==> src/rtl/rp_math_seq.sv <==
// Arithmetic engine for the math RP: add/sub in one cycle, mul/mac via an
// iterative LSB-first shift-add multiplier, with valid/ready on both sides.
module rp_math_seq #(
    parameter int DATA_W = 32,
    parameter int CNT_W  = 6
) (
    input  logic              Clk,
    input  logic              Reset_n,
    input  logic [DATA_W-1:0] ain,
    input  logic [DATA_W-1:0] bin,
    input  logic [1:0]        mode,
    input  logic              in_valid,
    output logic              in_ready,
    input  logic              acc_clr,
    output logic [DATA_W-1:0] result,
    output logic              flag,
    output logic              out_valid,
    input  logic              out_ready,
    output logic [DATA_W-1:0] acc
);

    typedef enum logic [1:0] {
        S_IDLE,
        S_MUL,
        S_DONE
    } state_t;

    localparam logic [CNT_W-1:0] LAST = CNT_W'(DATA_W - 1);

    state_t state, state_nxt;

    logic [2*DATA_W-1:0] a_sh;
    logic [2*DATA_W-1:0] prod;
    logic [2*DATA_W-1:0] prod_nxt;
    logic [DATA_W-1:0]   b_sh;
    logic [CNT_W-1:0]    cnt;
    logic                mac_q;
    logic                mul_last;
    logic [DATA_W:0]     add_full;
    logic [DATA_W:0]     sub_full;
    logic [DATA_W:0]     mac_full;
    logic [DATA_W-1:0]   acc_base;

    assign in_ready = (state == S_IDLE);
    assign mul_last = (state == S_MUL) && (cnt == LAST);

    always_comb begin
        add_full = {1'b0, ain} + {1'b0, bin};
        // Top bit of the extended difference is the borrow (ain < bin).
        sub_full = {1'b0, ain} - {1'b0, bin};
        prod_nxt = prod + (b_sh[0] ? a_sh : '0);
        // A clear coinciding with mac completion accumulates onto zero.
        acc_base = acc_clr ? '0 : acc;
        mac_full = {1'b0, acc_base} + {1'b0, prod_nxt[DATA_W-1:0]};
    end

    always_ff @(posedge Clk or negedge Reset_n) begin
        if (!Reset_n) state <= S_IDLE;
        else          state <= state_nxt;
    end

    always_comb begin
        state_nxt = state;
        case (state)
            S_IDLE:  if (in_valid) state_nxt = mode[1] ? S_MUL : S_DONE;
            S_MUL:   if (cnt == LAST) state_nxt = S_DONE;
            S_DONE:  if (out_ready) state_nxt = S_IDLE;
            default: state_nxt = S_IDLE;
        endcase
    end

    always_ff @(posedge Clk or negedge Reset_n) begin
        if (!Reset_n) begin
            a_sh      <= '0;
            b_sh      <= '0;
            prod      <= '0;
            cnt       <= '0;
            mac_q     <= 1'b0;
            result    <= '0;
            flag      <= 1'b0;
            out_valid <= 1'b0;
        end else begin
            case (state)
                S_IDLE: begin
                    if (in_valid) begin
                        a_sh  <= {{DATA_W{1'b0}}, ain};
                        b_sh  <= bin;
                        mac_q <= (mode == 2'b11);
                        cnt   <= '0;
                        prod  <= '0;
                        if (!mode[1]) begin
                            result    <= mode[0] ? sub_full[DATA_W-1:0] : add_full[DATA_W-1:0];
                            flag      <= mode[0] ? sub_full[DATA_W] : add_full[DATA_W];
                            out_valid <= 1'b1;
                        end
                    end
                end
                S_MUL: begin
                    prod <= prod_nxt;
                    a_sh <= a_sh << 1;
                    b_sh <= b_sh >> 1;
                    cnt  <= cnt + 1'b1;
                    if (mul_last) begin
                        out_valid <= 1'b1;
                        if (mac_q) begin
                            result <= mac_full[DATA_W-1:0];
                            flag   <= mac_full[DATA_W] | (|prod_nxt[2*DATA_W-1:DATA_W]);
                        end else begin
                            result <= prod_nxt[DATA_W-1:0];
                            flag   <= |prod_nxt[2*DATA_W-1:DATA_W];
                        end
                    end
                end
                S_DONE: begin
                    if (out_ready) out_valid <= 1'b0;
                end
                default: ;
            endcase
        end
    end

    always_ff @(posedge Clk or negedge Reset_n) begin
        if (!Reset_n)              acc <= '0;
        else if (mul_last && mac_q) acc <= mac_full[DATA_W-1:0];
        else if (acc_clr)          acc <= '0;
    end

endmodule

==> config.mk <==
export PLATFORM = sky130hd
export DESIGN_NAME = rp_math_seq
export DESIGN_NICKNAME = d
export VERILOG_FILES = /design/src/rtl/rp_math_seq.sv
export SDC_FILE = /design/constraint.sdc
export NUM_CORES = 1
export LEC_CHECK = 0
export ABC_CLOCK_PERIOD_IN_PS = 5900
export CAP_MARGIN = 15
export CORE_MARGIN = 2
export CORE_UTILIZATION = 35
export CTS_BUF_LIST = sky130_fd_sc_hd__clkbuf_8
export DETAILED_ROUTE_END_ITERATION = 10
export DONT_BUFFER_PORTS = 1
export HOLD_SLACK_MARGIN = 0.06
export PLACE_DENSITY = 0.51
export SLEW_MARGIN = 15
export SYNTH_ARGS = -nofsm -noshare
export SYNTH_HDL_FRONTEND = slang
export SYNTH_SLANG_ARGS = --single-unit
==> constraint.sdc <==
create_clock -name Clk -period 5.9 [get_ports Clk]
set_input_delay 1.18 -clock Clk [delete_from_list [all_inputs] [get_ports Clk]]
set_output_delay 1.18 -clock Clk [all_outputs]
set_load 0.05 [all_outputs]
# Yosys cells after proc, flatten, opt, wreduce, memory -nomap -nowiden
# Index checks and enable logic that the tools add are counted.
# totals
out_inout_bits	67
reg_bits	235
in_bits	71
elab_cells	69
# classes
bitwise_logic	1
addsub	5
n_mux	33
eq_ne	9
reduce_logical	11
# ops
operator	count
32-bit two-way mux	8
64-bit case mux with 2 select lines	2
64-bit two-way mux	3
32-bit case mux with 2 select lines	2
32-bit by 32-bit adder with 33-bit output	2
64-bit adder	1
32-bit by 32-bit subtractor with 33-bit output	1
32-bit OR reduction	1
6-bit case mux with 2 select lines	1
1-bit two-way mux	9
2-bit two-way mux	4
2-bit inequality test (second input constant)	4
6-bit by 1-bit adder with 6-bit output (second input constant)	1
6-bit by 5-bit == test with 1-bit output (second input constant)	1
6-bit two-way mux	1
2-bit case mux with 3 select lines	1
5-bit AND reduction	1
2-bit == test (second input constant)	2
2-bit AND reduction	2
4-bit AND reduction	1
1-bit case mux with 3 select lines	1
3-bit AND reduction	1
3-bit nonzero test	1
2-bit by 1-bit == test with 1-bit output (second input constant)	1
other kinds (6)	7

# Logic depth before layout (Yosys ltp)
# Gate-level depths: netlist of run 1.
# logic_depth
word_depth	7
mapped_depth	25
ltp_nobuf	22

# Least setup slack after synthesis of run 1
# No wires, ideal clock.
# synth_timing
path_kind	flip-flop to flip-flop
start	reg b_sh[0]
end	reg result[29]
path_stages_with_launch	25
path_buffers	2
required_time_ns	5.780
slack_ns	0.664
t_arrival_ns	5.117
setup_time_ns	0.120
path_cell_list	dfrtp_1 > clkbuf_1 > clkbuf_1 > and2_1 > ha_1 > fa_1 > a21oi_1 > o21ai_0 > a21oi_1 > o21bai_1 > a21oi_1 > xnor2_1 > ha_1 > a21o_1 > a21o_1 > a21o_1 > a21oi_1 > a21oi_1 > o31a_1 > a311o_1 > a221o_1 > a21oi_1 > xor2_1 > o21bai_1 > a31o_1
# synth_via
elab_chain_len	6
# synth_rtl
element	line_no	text
start, declared	35	logic [DATA_W-1:0] b_sh;
start signal, assigned	87	b_sh <= bin;
start signal, assigned	101	b_sh <= b_sh >> 1;
64-bit two-way mux (*)	51	prod_nxt = prod + (b_sh[0] ? a_sh : '0);
64-bit adder (*)	51	
32-bit by 32-bit adder with 33-bit output	54	mac_full = {1'b0, acc_base} + {1'b0, prod_nxt[DATA_W-1:0]};
32-bit two-way mux (*)	105	if (mac_q) begin
32-bit two-way mux (*)	103	if (mul_last) begin
32-bit case mux with 2 select lines (*)	83	case (state)
end signal, assigned	92	result <= mode[0] ? sub_full[DATA_W-1:0] : add_full[DATA_W-1:0];
end signal, assigned	106	result <= mac_full[DATA_W-1:0];
end signal, assigned	109	result <= prod_nxt[DATA_W-1:0];
end, declared	15	output logic [DATA_W-1:0] result,
# Mark *: on every way between the ends. The rest lies on a longest branch, timed or not. The select of a mux whose other input is x is not followed.
# A chain may end at the register's enable or synchronous reset.

# Worst setup path after layout of run 1
# layout_timing
start	reg b_sh[0]
end	reg result[27]
# The elaborated chain is that of the path after synthesis.

==> summary.md, run 1 <==
| Metric | Value |
|---|---|
| Status | `finished, final reports clean` |
| Mapped cell area | `18,900 um2` |
| Die height | `237 um` |
| Slew Viols, Final | `0` |
| CTS tree | `done` |
| Clock share of power | `0.199` |
| Crit Path Class | `reg2reg` |
| Clock sink count | `235` |
| RD Place Congestion | `0.901` |
| Final net count | `2,475` |
| Met2 wire len | `26,500 um` |
| Post-synth ARST share | `1.00` |
| Core footprint | `53,600 um2` |
| GRT Util Overall | `0.224` |
| Drt via density | `5.59` |
| Sw frac | `0.489` |
| Worst R2R End | `result[27]` |
| Worst-Skew Late Latency | `0.64 ns` |
| I/O Pins | `138` |
| Minimum clock period | `5.54 ns` |
| Worst Tran Pin Value | `1.17 ns` |
| Peak fanout along the critical path | `22` |
| Synthesis-to-finish area growth | `8.42%` |
| Synth top area cells | `dfrtp_1 (31%), ha_1 (11%), o21ai_0 (6.0%)` |
| Adder-Cell Fraction of Synth Area | `0.110` |
| Maximum buffer depth of the clock tree | `3` |
| Internal power | `4260 uW` |
| Crit path launch type | `register` |
| Clock skew | `0.0250 ns` |
| Layout cell share with drive strength beyond 1 | `0.0670` |
| TritonCTS Buffers | `45` |
| First-pass GRT wire length | `98,400 um` |
| Maximum clock frequency | `181 MHz` |
| Final Setup Violations | `0` |
| Row cnt | `85` |
| Max-slew headroom | `0.221` |
| Worst min path class | `in2async` |
| Initial antenna violation count | `1` |
| DRT Pass-1 Iters | `5` |
| Via count | `16,600` |
| First DRT Iteration DRCs | `1,301` |
| Comb power frac | `0.461` |
| Max IR drop VDD | `0.360 mV` |
| Post-synthesis mux area share | `0.0350` |
| XOR/XNOR Fraction of Synth Area | `0.0569` |
| Initial core utilization | `0.353` |
| FF-to-FF setup slack | `0.36 ns` |
| Yosys top cell area share | `0.311` |
| Pwr dens | `406 nW/um2` |
| Clk slew on worst S/H paths | `0.06 ns` |
| R2R depth | `22` |
| Post-Syn Nets | `2,526` |
| Top FF cell, synth | `dfrtp_1` |
| Leak | `0.00929 uW` |
| Number of synthesized flops with an enable pin | `0` |
| Crit path DAT | `6.02 ns` |
| RR Startpoint | `b_sh[0]` |
| Compound-Gate Fraction of Synth Area | `0.268` |
| Synth Area per Inst | `8.26 um2` |
| Hpwl dp | `46,900 um` |
| Root Driver | `clkbuf_8` |
| Synth Area in Simple Gates | `0.173` |
| # Max-Cap Violations | `0` |
| Htree depth | `2` |
| Post-DP Area | `19,600 um2` |
| DR DRC count | `0` |
| Switching power | `4070 uW` |
| Metal-1 WL | `30,800 um` |
| Worst EP required | `6.38 ns` |
| Top cell type by total area after synthesis | `dfrtp_1` |
| Synth unique cells | `84` |
| Most frequent cell after synthesis | `nand2_1` |
| Post-Syn Instances | `2,292` |
| GR Overflow Total | `0` |
| Final count of hold timing violations | `0` |
| Post-synthesis sequential area ratio | `0.311` |
| Wirelength per Cell | `21.1 um` |
| Sequential share of power | `0.340` |
| Crit share post-route | `0.939` |
| Number of global-route vias before repair | `16,500` |
| Post-synth top cells | `nand2_1 (237), dfrtp_1 (235), o21ai_0 (227), a21oi_1 (224), ha_1 (159)` |
| Crit. End Element | `register` |
| DRT Wirelength | `62,500 um` |
| Met3 WL | `3850 um` |
| Register bit count reported by yosys | `235` |
| Largest net degree at the start of global routing | `236` |
| Synth Warn # | `0` |
| Hold_buf cts | `0` |
| Final instance area | `20,500 um2` |
| Die area | `55,900 um2` |
| Largest family of logic cells by synthesized area | `compound AO/OA/AOI/OAI gates` |
| Fin Setup TNS | `0 ns` |
| Max layer used | `met4` |
| # port buffers | `0` |
| Die X | `237 um` |
| Post-DRT Antenna Nets | `0` |
-- power groups by stage --
stage / Clock [uW] / Sequential (uW) / Combinational (uW)
floorplan: 0 / 2650 / 2820
global placement: 0 / 2860 / 3750
detailed placement: 0 / 2860 / 3790
CTS: 1730 / 2830 / 3800
global route: 1790 / 2890 / 4260
finish: 1660 / 2830 / 3840
-- layer usage --
layer  vias up  GRT usage
met1      8035      0.326
met5         -          0
met3        74     0.0529
li1       8116          -
met2       368      0.331
met4         0     0.0554
-- worst max path at each step --
stage | start | endpoint | slack (ns) | depth (start not counted)
3_3_place_gp | b_sh[0] | result[29] | 0.36 | 22
4_1_cts | b_sh[0] | flag | 0.19 | 22
5_1_grt | b_sh[0] | flag | -0.001 | 23
3_5_place_dp | b_sh[0] | flag | 0.25 | 23
6_report | b_sh[0] | result[27] | 0.36 | 22
2_1_floorplan | b_sh[0] | result[29] | 0.66 | 24
-- per-stage QoR --
step                      total power (uW)  std cells   util  hold slack (ns)  worst slack, ns
after floorplan                       5470       2292      -            0.445            0.664
after global placement                6600       2889  0.365            0.463            0.362
after detailed placement              6640       2889  0.365            0.466            0.254
after CTS                             8360       2965  0.381            0.194            0.187
after global routing                  8930       2968  0.383            0.200         -0.00117
final                                 8330       2969  0.383            0.239            0.362
-- logic make-up after synthesis --
kind of cell    Yosys count
flops                   235
simple gates            684
buf+inv                 226
compound gates          795
mux                      64
xor+xnor                123
fa+ha+maj               165
-- worst max-delay path: stages (launching register included) --
cell and delay [ns]:
dfrtp_1 0.39, buf_4 0.21, and2_1 0.21, fa_1 0.45
a21oi_2 0.22, o21ai_0 0.12, a21oi_1 0.25, o21bai_1 0.10
a21oi_1 0.18, xnor2_1 0.21, ha_1 0.36, a21o_1 0.19
a21o_1 0.17, a21o_1 0.18, a21oi_2 0.18, a21oi_1 0.13
o31a_1 0.37, a311o_1 0.46, a41oi_1 0.31, xnor2_1 0.13
mux2i_1 0.29, o21ai_0 0.12, o21bai_1 0.17
-- cells in the final DEF (no fill, tap or decap), types with 32 or more instances in the layout --
cell type    n
xnor2_1     84
xor2_1      39
nor2_1     149
inv_1      109
a21o_1      40
ha_1       156
and2_1      75
mux2i_1     47
o21ai_0    225
nor2b_1     57
a21oi_1    221
a22o_1      89
nor3_1      32
dfrtp_1    235
nand2_1    237
clkbuf_8    52
-- sequential cells by signal, summed over array words and instances, names as in the netlist, 2 cells and up --
register / flops
state: 2
cnt: 6
result: 32
acc: 32
a_sh: 64
prod: 64
b_sh: 32
-- timing repair --
action,in CTS,in global routing
setup buffers,0,1
endpoints found under the setup margin,0,9
resized for setup,0,16
-- final cells by class --
cell class,count,area (um2)
clock buffers,52,716
well taps,696,871
multi-input cells,1831,12300
diodes,3,7.51
clock inverters,24,159
fillers,5611,33100
repair buffers,33,273
flip-flops and latches,235,5880
inverters,95,357
Power figures use the tool's default switching activity.
==> run 2, diff against run 1 <==
--- a/config.mk
+++ b/config.mk
@@ -5,7 +5,7 @@
 export SDC_FILE = /design/constraint.sdc
 export NUM_CORES = 1
 export LEC_CHECK = 0
-export ABC_CLOCK_PERIOD_IN_PS = 5900
+export ABC_CLOCK_PERIOD_IN_PS = 6050
 export CAP_MARGIN = 15
 export CORE_MARGIN = 2
 export CORE_UTILIZATION = 35
==> constraint.sdc (replaced) <==
create_clock -name Clk -period 6.05 [get_ports Clk]
set_input_delay 1.21 -clock Clk [delete_from_list [all_inputs] [get_ports Clk]]
set_output_delay 1.21 -clock Clk [all_outputs]
set_load 0.05 [all_outputs]
==> run 2 against run 1 <==
Against the previous run:
- clock power rose by 11%
- combinational power decreased by 5%
- utilization about the same
- design area about the same
- register-to-register slack got worse by 0.02 ns
- critical path depth unchanged
- die area unchanged
- wire length shrank 1.7%
- critical endpoint is now result[29]
- largest power group unchanged
- highest routed layer unchanged
==> summary.md, run 2 (synthesized netlist as in run 1, its figures left out) <==
| Metric | Value |
|---|---|
| Layout cell share with drive strength beyond 1 | `0.0637 (-0.00327)` |
| Slowest CP cell | `dfrtp_1` |
| Biggest registers after layout | `a_sh: 64 flops, prod: 64 flops` |
| Status | `finished, final reports clean` |
| Commonest non-fill, non-tap cell in the layout | `nand2_1` |
| Root Driver | `clkbuf_8` |
| RR Startpoint | `b_sh[0]` |
| Clock sink count | `235 (unchanged)` |
| # Max-Cap Violations | `0 (unchanged)` |
| Most frequent cells in the layout | `nand2_1 (237), dfrtp_1 (235), o21ai_0 (226)` |
| Crit path DAT | `6.22 ns (+0.20 ns)` |
| Maximum clock frequency | `175 MHz (-2.9%)` |
| Worst R2R End | `result[29]` |
| Maximum buffer depth of the clock tree | `3 (unchanged)` |
| Leak | `0.00929 uW (about the same)` |
| Die area | `55,900 um2 (unchanged)` |
| Die X | `237 um (unchanged)` |
| Final count of hold timing violations | `0 (unchanged)` |
| RD Place Congestion | `0.866 (-3.9%)` |
| Final Setup Violations | `0 (unchanged)` |
| RSZ-0062 raised after global routing | `false` |
| DRT Pass-1 Iters | `8 (+3)` |
| Final net count | `2,463 (-0.48%)` |
| Wirelength per Cell | `20.8 um (-1.3%)` |
| Clock skew | `0.0229 ns (-0.00218 ns)` |
| Peak fanout along the critical path | `13 (-41%)` |
| R2R depth | `22 (unchanged)` |
| # port buffers | `0 (unchanged)` |
| Largest net degree at the start of global routing | `236 (unchanged)` |
| Core footprint | `53,600 um2 (unchanged)` |
| Post-DRT Antenna Nets | `0 (unchanged)` |
| Worst min path class | `in2async` |
| DR DRC count | `0 (unchanged)` |
| Slew Viols, Final | `0 (unchanged)` |
| Minimum clock period | `5.71 ns (+0.168 ns)` |
| Worst EP required | `6.57 ns (+0.19 ns)` |
| Crit. End Element | `register` |
| Fin Setup TNS | `0 ns (unchanged)` |
| GRT Util Overall | `0.218 (-0.00521)` |
| Worst-Skew Late Latency | `0.64 ns (about the same)` |
| Synthesis-to-finish area growth | `8.48% (about the same)` |
| DRT Wirelength | `61,500 um (-1.7%)` |
| Minimum hold slack | `0.282 ns (+0.0436 ns)` |
| Cell mode on critical path | `a21oi_1` |
| Row cnt | `85 (unchanged)` |
| First DRT Iteration DRCs | `1,418 (+9.0%)` |
| Crit share post-route | `0.943 (+0.00445)` |
| Crit path launch type | `register` |
| Worst Tran Pin Value | `0.975 ns (-0.191 ns)` |
| Pwr dens | `403 nW/um2 (-0.74%)` |
| Initial core utilization | `0.353 (unchanged)` |
| Max IR drop VDD | `0.370 mV (+2.7%)` |
| Max-slew headroom | `0.350 (+0.129)` |
| Htree depth | `2 (unchanged)` |
| Critical-path cell list | `and2_1 > ha_1 > fa_1 > a21oi_1 > o21ai_0 > a21oi_1 > o21bai_1 > a21oi_1 > xnor2_1 > ha_1 > a21o_1 > a21o_1 > a21o_1 > a21oi_1 > a21oi_1 > o31a_1 > a311o_1 > a221o_1 > a21oi_1 > xor2_1 > o21bai_1 > a31o_1` |
| Number of global-route vias before repair | `16,400 (-0.47%)` |
| FF-to-FF setup slack | `0.34 ns (-0.02 ns)` |
| TritonCTS Buffers | `47 (+4.4%)` |
| Max incr delay on CP | `0.48 ns (+0.02 ns)` |
| I/O Pins | `138 (unchanged)` |
| Hold_buf cts | `0 (unchanged)` |
| Initial antenna violation count | `2 (+1)` |
| Drt via density | `5.62 (+0.61%)` |
| Die height | `237 um (unchanged)` |
| Crit Path Class | `reg2reg` |
| CTS tree | `done` |
| First-pass GRT wire length | `96,500 um (-1.9%)` |
| Via count | `16,600 (+0.24%)` |
| GR Overflow Total | `0 (unchanged)` |
| Hpwl dp | `45,800 um (-2.3%)` |
| Clk slew on worst S/H paths | `0.06 ns (about the same)` |
[run 2: cell types whose count changed in the layout (fill, tap and decap cells not counted), moves of 2 or more]
cell / previous run / this run
ha_1: 156 / 158
ha_2: 3 / 1
clkbuf_8: 52 / 58
clkinvlp_4: 3 / 1
bufinv_16: 2 / 5
diode_2: 3 / 1
inv_1: 109 / 106
buf_4: 31 / 18
[run 2: area by class of cell]
| type | instances | area [um2] |
|---|---|---|
| inverters | 95 | 357 |
| repair buffers | 19 | 155 |
| clock inverters | 23 | 228 |
| clock buffers | 58 | 798 |
| diodes | 1 | 2.50 |
| multi-input cells | 1831 | 12200 |
| well taps | 696 | 871 |
| fillers | 5550 | 33100 |
| flip-flops and latches | 235 | 5880 |
[run 2: how the worst max path moves through the flow]
stage	start	to	slack [ns]
3_5_place_dp	b_sh[0]	flag	0.28
2_1_floorplan	b_sh[0]	result[29]	0.81
3_3_place_gp	b_sh[0]	result[29]	0.44
4_1_cts	b_sh[0]	flag	0.26
5_1_grt	b_sh[0]	result[29]	0.02
6_report	b_sh[0]	result[29]	0.34
[run 2: stage by stage]
step / util / setup slack [ns] / std cells / area, um2 / total power (uW)
after floorplan: - / 0.814 / 2292 / 18900 / 5330
after global placement: 0.363 / 0.435 / 2875 / 19500 / 6350
after detailed placement: 0.363 / 0.283 / 2875 / 19500 / 6400
after CTS: 0.382 / 0.259 / 2956 / 20500 / 8300
after global routing: 0.383 / 0.0160 / 2957 / 20500 / 8850
final: 0.383 / 0.345 / 2958 / 20500 / 8270
[run 2: timing repair]
| item | CTS | global route |
|---|---|---|
| buffers inserted | 0 | 1 |
| gates resized for setup | 0 | 11 |
| setup endpoints to repair | 0 | 2 |
[run 2: power breakdown]
group / switching (uW) / total (uW) / internal [uW]
clock: 772 / 1840 / 1070
combinational: 2400 / 3660 / 1260
sequential: 778 / 2770 / 1990
[run 2: layer usage]
metal  vias to the layer above  global-route usage  wire length, um
li1                       8114                   -                -
met1                      8016               0.312            29600
met2                       417               0.317            25500
met3                        86              0.0675             4880
met4                         0              0.0587             1510
met5                         -                   0                0
[run 2: worst max-delay path, delay by kind of cell, from the launching register on]
family                   cells  cell delay, ns
AO/OA/AOI/OAI               16            3.50
adder cells (fa/ha/maj)      3            0.99
flip-flops                   1            0.48
XOR/XNOR                     2            0.40
AND/OR/NAND/NOR              1            0.21
